==> config.mk <==
export PLATFORM = sky130hd
export DESIGN_NAME = add_arbiter
export DESIGN_NICKNAME = d
export VERILOG_FILES = /design/src/rtl/add_arb_pkg.sv /design/src/rtl/add32.sv /design/src/rtl/add_arbiter.sv
export SDC_FILE = /design/constraint.sdc
export NUM_CORES = 1
export LEC_CHECK = 0
export ABC_AREA = 1
export BUFFER_PORTS_ARGS = -buffer_cell sky130_fd_sc_hd__buf_2
export CORE_MARGIN = 2
export CORE_UTILIZATION = 45
export DETAILED_ROUTE_END_ITERATION = 12
export PLACE_DENSITY = 0.77
export SETUP_SLACK_MARGIN = 0.3
export SYNTH_ARGS = -nofsm -noshare
export SYNTH_HDL_FRONTEND = slang
export SYNTH_SLANG_ARGS = --single-unit
==> constraint.sdc <==
create_clock -name clk -period 4.6 [get_ports clk]
set_input_delay 0 -clock clk [delete_from_list [all_inputs] [get_ports clk]]
set_output_delay 0 -clock clk [all_outputs]
set_load 0.02 [all_outputs]
==> src/rtl/add_arb_pkg.sv <==
// Shared definitions for the two-requester add arbiter: the default
// operand width and the three-state controller encoding.
package add_arb_pkg;

   localparam int ADD_WIDTH = 32;

   typedef enum logic [1:0] {
      IDLE = 2'd0,
      CALC = 2'd1,
      DONE = 2'd2
   } arbState_t;

endpackage

==> src/rtl/add32.sv <==
// Purely combinational adder. The result is one bit wider than the operands
// so the top bit carries the carry-out of the addition.
module add32
   import add_arb_pkg::*;
#(
   parameter int WIDTH = ADD_WIDTH
) (
   input  logic [WIDTH-1:0] a,
   input  logic [WIDTH-1:0] b,
   output logic [WIDTH:0]   sum
);

   // Zero-extend both operands so the carry lands in the extra bit
   always_comb begin
      sum = {1'b0, a} + {1'b0, b};
   end

endmodule

==> src/rtl/add_arbiter.sv <==
// Two-requester round-robin front end for a shared adder. A requester is
// granted in IDLE, its operands are summed in CALC, and the result is held in
// DONE until the consumer takes it.
module add_arbiter
   import add_arb_pkg::*;
#(
   parameter int WIDTH = ADD_WIDTH
) (
   input  logic             clk,
   input  logic             rst,
   input  logic             req0_valid,
   input  logic [WIDTH-1:0] req0_a,
   input  logic [WIDTH-1:0] req0_b,
   output logic             req0_ready,
   input  logic             req1_valid,
   input  logic [WIDTH-1:0] req1_a,
   input  logic [WIDTH-1:0] req1_b,
   output logic             req1_ready,
   output logic             res_valid,
   input  logic             res_ready,
   output logic [WIDTH-1:0] res_sum,
   output logic             res_carry,
   output logic             res_id,
   output logic             busy
);

   arbState_t        state_q;
   logic             ptr_q;
   logic [WIDTH-1:0] opA_q;
   logic [WIDTH-1:0] opB_q;
   logic [WIDTH-1:0] resSum_q;
   logic             resCarry_q;
   logic             resId_q;
   logic [WIDTH:0]   sum_d;
   logic             grant1;
   logic             anyValid;
   logic             isIdle;

   add32 #(.WIDTH(WIDTH)) u_add32 (
      .a   (opA_q),
      .b   (opB_q),
      .sum (sum_d)
   );

   // Pick requester 1 when it is alone, or when both ask and the pointer
   // prefers it; otherwise requester 0 wins whenever it is valid
   always_comb begin
      anyValid = req0_valid | req1_valid;
      grant1   = req1_valid & (~req0_valid | ptr_q);
      isIdle   = (state_q == IDLE);
   end

   // Ready is only offered in IDLE to the winner; rst masks it so nothing
   // looks accepted while the block is being cleared
   assign req0_ready = ~rst & isIdle & req0_valid & ~grant1;
   assign req1_ready = ~rst & isIdle & grant1;
   assign res_valid  = (state_q == DONE);
   assign busy       = ~isIdle;
   assign res_sum    = resSum_q;
   assign res_carry  = resCarry_q;
   assign res_id     = resId_q;

   // Controller: latch the winner's operands, register the sum one cycle
   // later, then hold the result until the consumer accepts it
   always_ff @(posedge clk or posedge rst) begin
      if (rst) begin
         state_q    <= IDLE;
         ptr_q      <= 1'b0;
         opA_q      <= '0;
         opB_q      <= '0;
         resSum_q   <= '0;
         resCarry_q <= 1'b0;
         resId_q    <= 1'b0;
      end else begin
         case (state_q)
            IDLE: begin
               if (anyValid) begin
                  opA_q   <= grant1 ? req1_a : req0_a;
                  opB_q   <= grant1 ? req1_b : req0_b;
                  resId_q <= grant1;
                  ptr_q   <= ~grant1;
                  state_q <= CALC;
               end
            end
            CALC: begin
               {resCarry_q, resSum_q} <= sum_d;
               state_q                <= DONE;
            end
            DONE: begin
               if (res_ready) begin
                  state_q <= IDLE;
               end
            end
            default: begin
               state_q <= IDLE;
            end
         endcase
      end
   end

endmodule

## Yosys cells after proc, flatten, opt, wreduce, memory -nomap -nowiden

Cells that the tools add are included.

| word-level totals | value |
|---|---|
| register bits after elaboration | 101 |
| bits in latches | 0 |
| memory bits (writable) | 0 |
| ROM bits | 0 |
| input bits | 133 |
| logic and storage cells | 31 |
| memories kept | 0 |

| cells by class | value |
|---|---|
| $add $sub $neg | 1 |
| $mul | 0 |
| div/mod/pow operators | 0 |
| order comparisons | 0 |
| equal/unequal tests | 4 |
| shift operators | 0 |
| mux-type cells | 5 |
| bitwise logic cells | 11 |
| reduce and logical (&&, ||, !) cells | 3 |

Operators by type and width:

| cell | count |
|---|---|
| $mux 32 | 2 |
| $add 32x32->33 | 1 |
| $pmux 2 s3 | 1 |
| $and 1x1->1 | 5 |
| $mux 2 | 2 |
| $not 1->1 | 4 |
| $reduce_and 2->1 | 2 |
| $eq 2x1->1 const B | 1 |
| $eq 2x2->1 const B | 1 |
| $logic_not 2->1 | 1 |
| $ne 2x1->1 const B | 1 |
| $ne 2x2->1 const B | 1 |
| $or 1x1->1 | 2 |

## Depth between registers and ports, before layout

| depth | value |
|---|---|
| depth in word-level cells | 5 |
| depth in mapped cells | 12 |

## Hierarchy

Synthesis repeated with hierarchy kept, for this count alone.

| second synthesis, totals | value |
|---|---|
| cells, all modules | 1036 |
| area total of the unflattened synthesis | 7016.7 um^2 |

Modules (own cells, without submodules):

| module | times used | cells each | area an instance (um^2) |
|---|---|---|---|
| add_arbiter | 1 | 531 | 4593.2 |
| add32 | 1 | 505 | 2423.6 |

## Worst setup path before layout

Ideal clock, no wire load.

| timing path | value |
|---|---|
| path type | reg-to-reg |
| from | register opA_q[0] |
| to | register resSum_q[8] (netlist: res_sum[8]) |
| data arrival time | 1.783 ns |
| data required time | 4.483 ns |
| setup slack | 2.700 ns |
| cell stages (with the launch flop) | 10 |
| path buffers | 0 |
| period minus slack after synthesis | 1.900 ns |
| cell sequence | dfrtp_1 > ha_1 > fa_1 > nand3_1 > nand3_1 > nand2_1 > nand3_1 > or2_2 > nand3_1 > nand2_1 |

| between the ends | value |
|---|---|
| longest elaborated chain between the ends | 1 |

Ends and longest elaborated chain:

| element | line | text |
|---|---|---|
| from (decl) | add_arbiter.sv:29 | `logic [WIDTH-1:0] opA_q;` |
| from (signal assigned) | add_arbiter.sv:78 | `opA_q <= grant1 ? req1_a : req0_a;` |
| $add 32x32->33 | add32.sv:15 | `sum = {1'b0, a} + {1'b0, b};` |
| to (signal assigned) | add_arbiter.sv:86 | `{resCarry_q, resSum_q} <= sum_d;` |
| to (decl) | add_arbiter.sv:31 | `logic [WIDTH-1:0] resSum_q;` |

No other way between the ends.
A chain may end at the register's enable or synchronous reset.

## Worst setup path after layout

| timing path | value |
|---|---|
| from | register state_q[1] |
| to | register opA_q[23] |

| between the ends | value |
|---|---|
| longest elaborated chain between the ends | 2 |

Ends and longest elaborated chain:

| element | line | text |
|---|---|---|
| from (decl) | add_arbiter.sv:27 | `arbState_t state_q;` |
| from (signal assigned) | add_arbiter.sv:67 | `state_q <= IDLE;` |
| from (signal assigned) | add_arbiter.sv:82 | `state_q <= CALC;` |
| from (signal assigned) | add_arbiter.sv:87 | `state_q <= DONE;` |
| $logic_not 2->1 | add_arbiter.sv:75 | `case (state_q)` |
| $reduce_and 2->1 (no source line) | -- |  |

No other way between the ends.

==> flow_summary.yaml <==
outcome:
  status: "finished clean"
setup_path:
  crit_cells: 7
  r2r_cells: 7
  worstPathArrival_ns: 3.36
  crit_slowest_cell: "inv_2"
  start_kind: "flop"
  critPathBufInv: 3
  required_ns: 4.89
  cp_common_cell: "nand3_1"
  slowest_delay_ns: 0.80
  worstSetupEndpointType: "flop"
  path_cells: "nor2_4, buf_4, o21ai_4, inv_2, nand3_1, nand3_1, dlygate4sd3_1"
  cp_top_family: "buffers and inverters"
  cp_max_fo: 67
  crit_type: "flop to flop"
cts:
  cts_tree: "yes"
  cts-root-buf: "clkbuf_16"
  htree_levels: 3
  cts_resized: 0
  cts_buffers: 9
  post_cts_buffers: 0
  cts.path.max_buffers: 2
  clk_pin_slew_ns: 0.07
  clk_latency_ns: 0.36
  clkSinkCount: 101
floorplan:
  die_w_um: 127
  die-area_mm2: 0.0162
  rows: 45
  pin_count: 171
  start_util_pct: 45.6
  core_area_mm2: 0.0150
  die_h_um: 127
yosys:
  yosysSeqAreaShare_pct: 36.8
  syn_inst: 1011
  synth_edf_count: 0
  ys_ff_latch: 101
  syn_nets: 1177
  yosysMostFrequentCell: "nand2_1"
  avgSynthCellArea_um2: 6.79
  ys_types: 34
  yosys.area.top_type: "dfrtp_1"
  synthArstFlopShare_pct: 100
  synth_common_cells: "341 x nand2_1, 243 x nand3_1, 112 x inv_1"
  syn-cell-area_mm2: 0.00686
  ys.flop_type: "dfrtp_1"
  yosysWarnings: 0
  synth.area.top_cells: "dfrtp_1 37%, nand2_1 19%, nand3_1 18%, inv_1 6.1%, ha_1 5.8%"
  post-synth-top-area-fraction_pct: 36.8
power_and_ir_drop:
  pwr-share-comb_pct: 66.7
  power_leakage_uw: 0.00517
  swShare_pct: 49.6
  p_switching_uw: 3670
  p_seq_share_pct: 22.5
  internal-power_uw: 3730
  power.density_mw_per_mm2: 786
  ir_drop_mv: 0.409
  clkPwrFrac_pct: 10.7
drt:
  vias: 7790
  wirelength_um: 22200
  drc: 0
  avgRoutedWirePerCell_um: 15.0
  ant_nets: 0
  dr.first_iter.drc_count: 597
  viasPerCell: 5.26
  dr.pass1.iters: 6
sta:
  worst_slew_pin_slew_ns: 1.08
  fmax_ghz: 0.326
  fin_crit_ns: 3.07
  setup-violations-final: 0
  finalHoldViolations: 0
  final.setup.tns_ns: 0
  slew_headroom_pct: 27.7
  finalMaxSlewViolations: 0
  rsz0062_at_grt: "false"
  skew_ns: 0.0109
  period_share_pct: 66.7
cells_and_area:
  multi_input_area_mm2: 0.00370
  nets: 1452
  drive_gt1_share_pct: 18.4
  seq_area_mm2: 0.00253
  area_growth_pct: 37.2
  n_fill_cell: 1289
  fin_util_pct: 62.6
run:
  drv_cap: 0
grt:
  grt_first_pass_wirelength_um: 35900
  antenna_found_initial: 0
  grt_util_all_layers_pct: 27.9
  grt_pass1_vias: 7502
  grt-ovfl-total: 0
  grt_max_degree: 68
placement:
  dp_hpwl_um: 14900
  place.gp.congestion: 0.956
  portBuffers: 170
min_path:
  hold_class: "primary input to asynchronous set/reset pin"
==> cell families (layout without fill, tap and decap cells) <==
kind of cell / Yosys count / in the layout / synth area share (%)
fa+ha+maj: 33 / 33 / 6.13
buf+inv: 159 / 439 / 9.48
compound gates: 40 / 40 / 3.37
flops: 101 / 101 / 36.8
simple gates: 675 / 675 / 43.8
xor+xnor: 3 / 3 / 0.383
other cells: 0 / 1 / 0
==> cell usage in the layout, fill, tap and decap left out, types with 3 or more instances in the layout <==
| cell | instances |
|---|---|
| a21oi_1 | 22 |
| buf_2 | 170 |
| buf_4 | 6 |
| clkbuf_16 | 9 |
| dfrtp_1 | 101 |
| dlygate4sd3_1 | 130 |
| ha_1 | 32 |
| inv_1 | 111 |
| inv_2 | 5 |
| nand2_1 | 341 |
| nand2_2 | 14 |
| nand3_1 | 243 |
| nand3_2 | 5 |
| nand3b_1 | 3 |
| nand4_1 | 4 |
| nor2_1 | 42 |
| nor2_2 | 3 |
| nor2_4 | 3 |
| nor3_1 | 3 |
| o21ai_0 | 7 |
| or2_2 | 7 |
| xnor2_1 | 3 |
==> per-layer routing <==
| layer | track usage, % | wire, µm | vias up |
|---|---|---|---|
| met3 | 4.27 | 1600 | 80 |
| met2 | 44.2 | 10000 | 342 |
| met1 | 37.3 | 9710 | 3569 |
| met4 | 14.0 | 930 | 0 |
| met5 | 0 | 0 | - |
| li1 | - | - | 3799 |
==> power by group through the flow <==
stage | clock network [µW] | logic (µW) | registers [µW]
final | 795 | 4940 | 1670
after global routing | 842 | 5530 | 1710
after CTS | 809 | 4830 | 1650
after detailed placement | 0 | 4250 | 1670
after global placement | 0 | 4160 | 1660
after floorplan | 0 | 3080 | 1740
==> state kept, by name, indices dropped and copies added, names as in the netlist <==
name,cells
opA_q,32
opB_q,32
ptr_q,1
res_carry,1
res_id,1
res_sum,32
state_q,2
==> worst min-delay path, delay by kind of cell <==
kind | cells | cell delay, ns
buffers and inverters | 3 | 1.18
==> timing repair <==
item | CTS | global route
setup endpoints to repair | 0 | 0
hold buffers | 130 | 0
hold endpoints to repair | 115 | 0
==> per-stage QoR <==
stage / instance area, µm² / cells / setup slack, ns / total power [µW] / hold WS, ns
3_5_place_dp: 7800 / 1333 / 2.21 / 5910 / 0.155
5_1_grt: 9410 / 1479 / 1.30 / 8080 / 0.396
2_1_floorplan: 6860 / 1011 / 1.95 / 4830 / 0.0798
3_3_place_gp: 7800 / 1333 / 2.28 / 5820 / 0.151
4_1_cts: 9410 / 1479 / 1.60 / 7300 / 0.316
6_report: 9410 / 1480 / 1.53 / 7400 / 0.340
==> worst paths after layout <==
kind | startpoint | endpoint | slack, ns
worst max-delay path | state_q[1] | opA_q[23] | 1.53
max in group asynchronous | rst | res_sum[30] | 3.15
worst max register to register | state_q[1] | opA_q[23] | 1.53
worst min register to register | res_sum[0] | res_sum[0] | 0.47
worst min-delay path | rst | opA_q[0] | 0.34
min in group clk | req0_valid | res_id | 0.39
==> layout make-up <==
class | count | area share (%)
Timing Repair Buffer | 306 | 23.3
Inverter | 117 | 4.69
Tap cell | 188 | 2.50
Clock inverter | 7 | 0.851
Sequential cell | 101 | 26.8
Clock buffer | 9 | 2.39
Antenna cell | 1 | 0.0266
Multi-Input combinational cell | 751 | 39.4
Power figures use the tool's default switching activity.
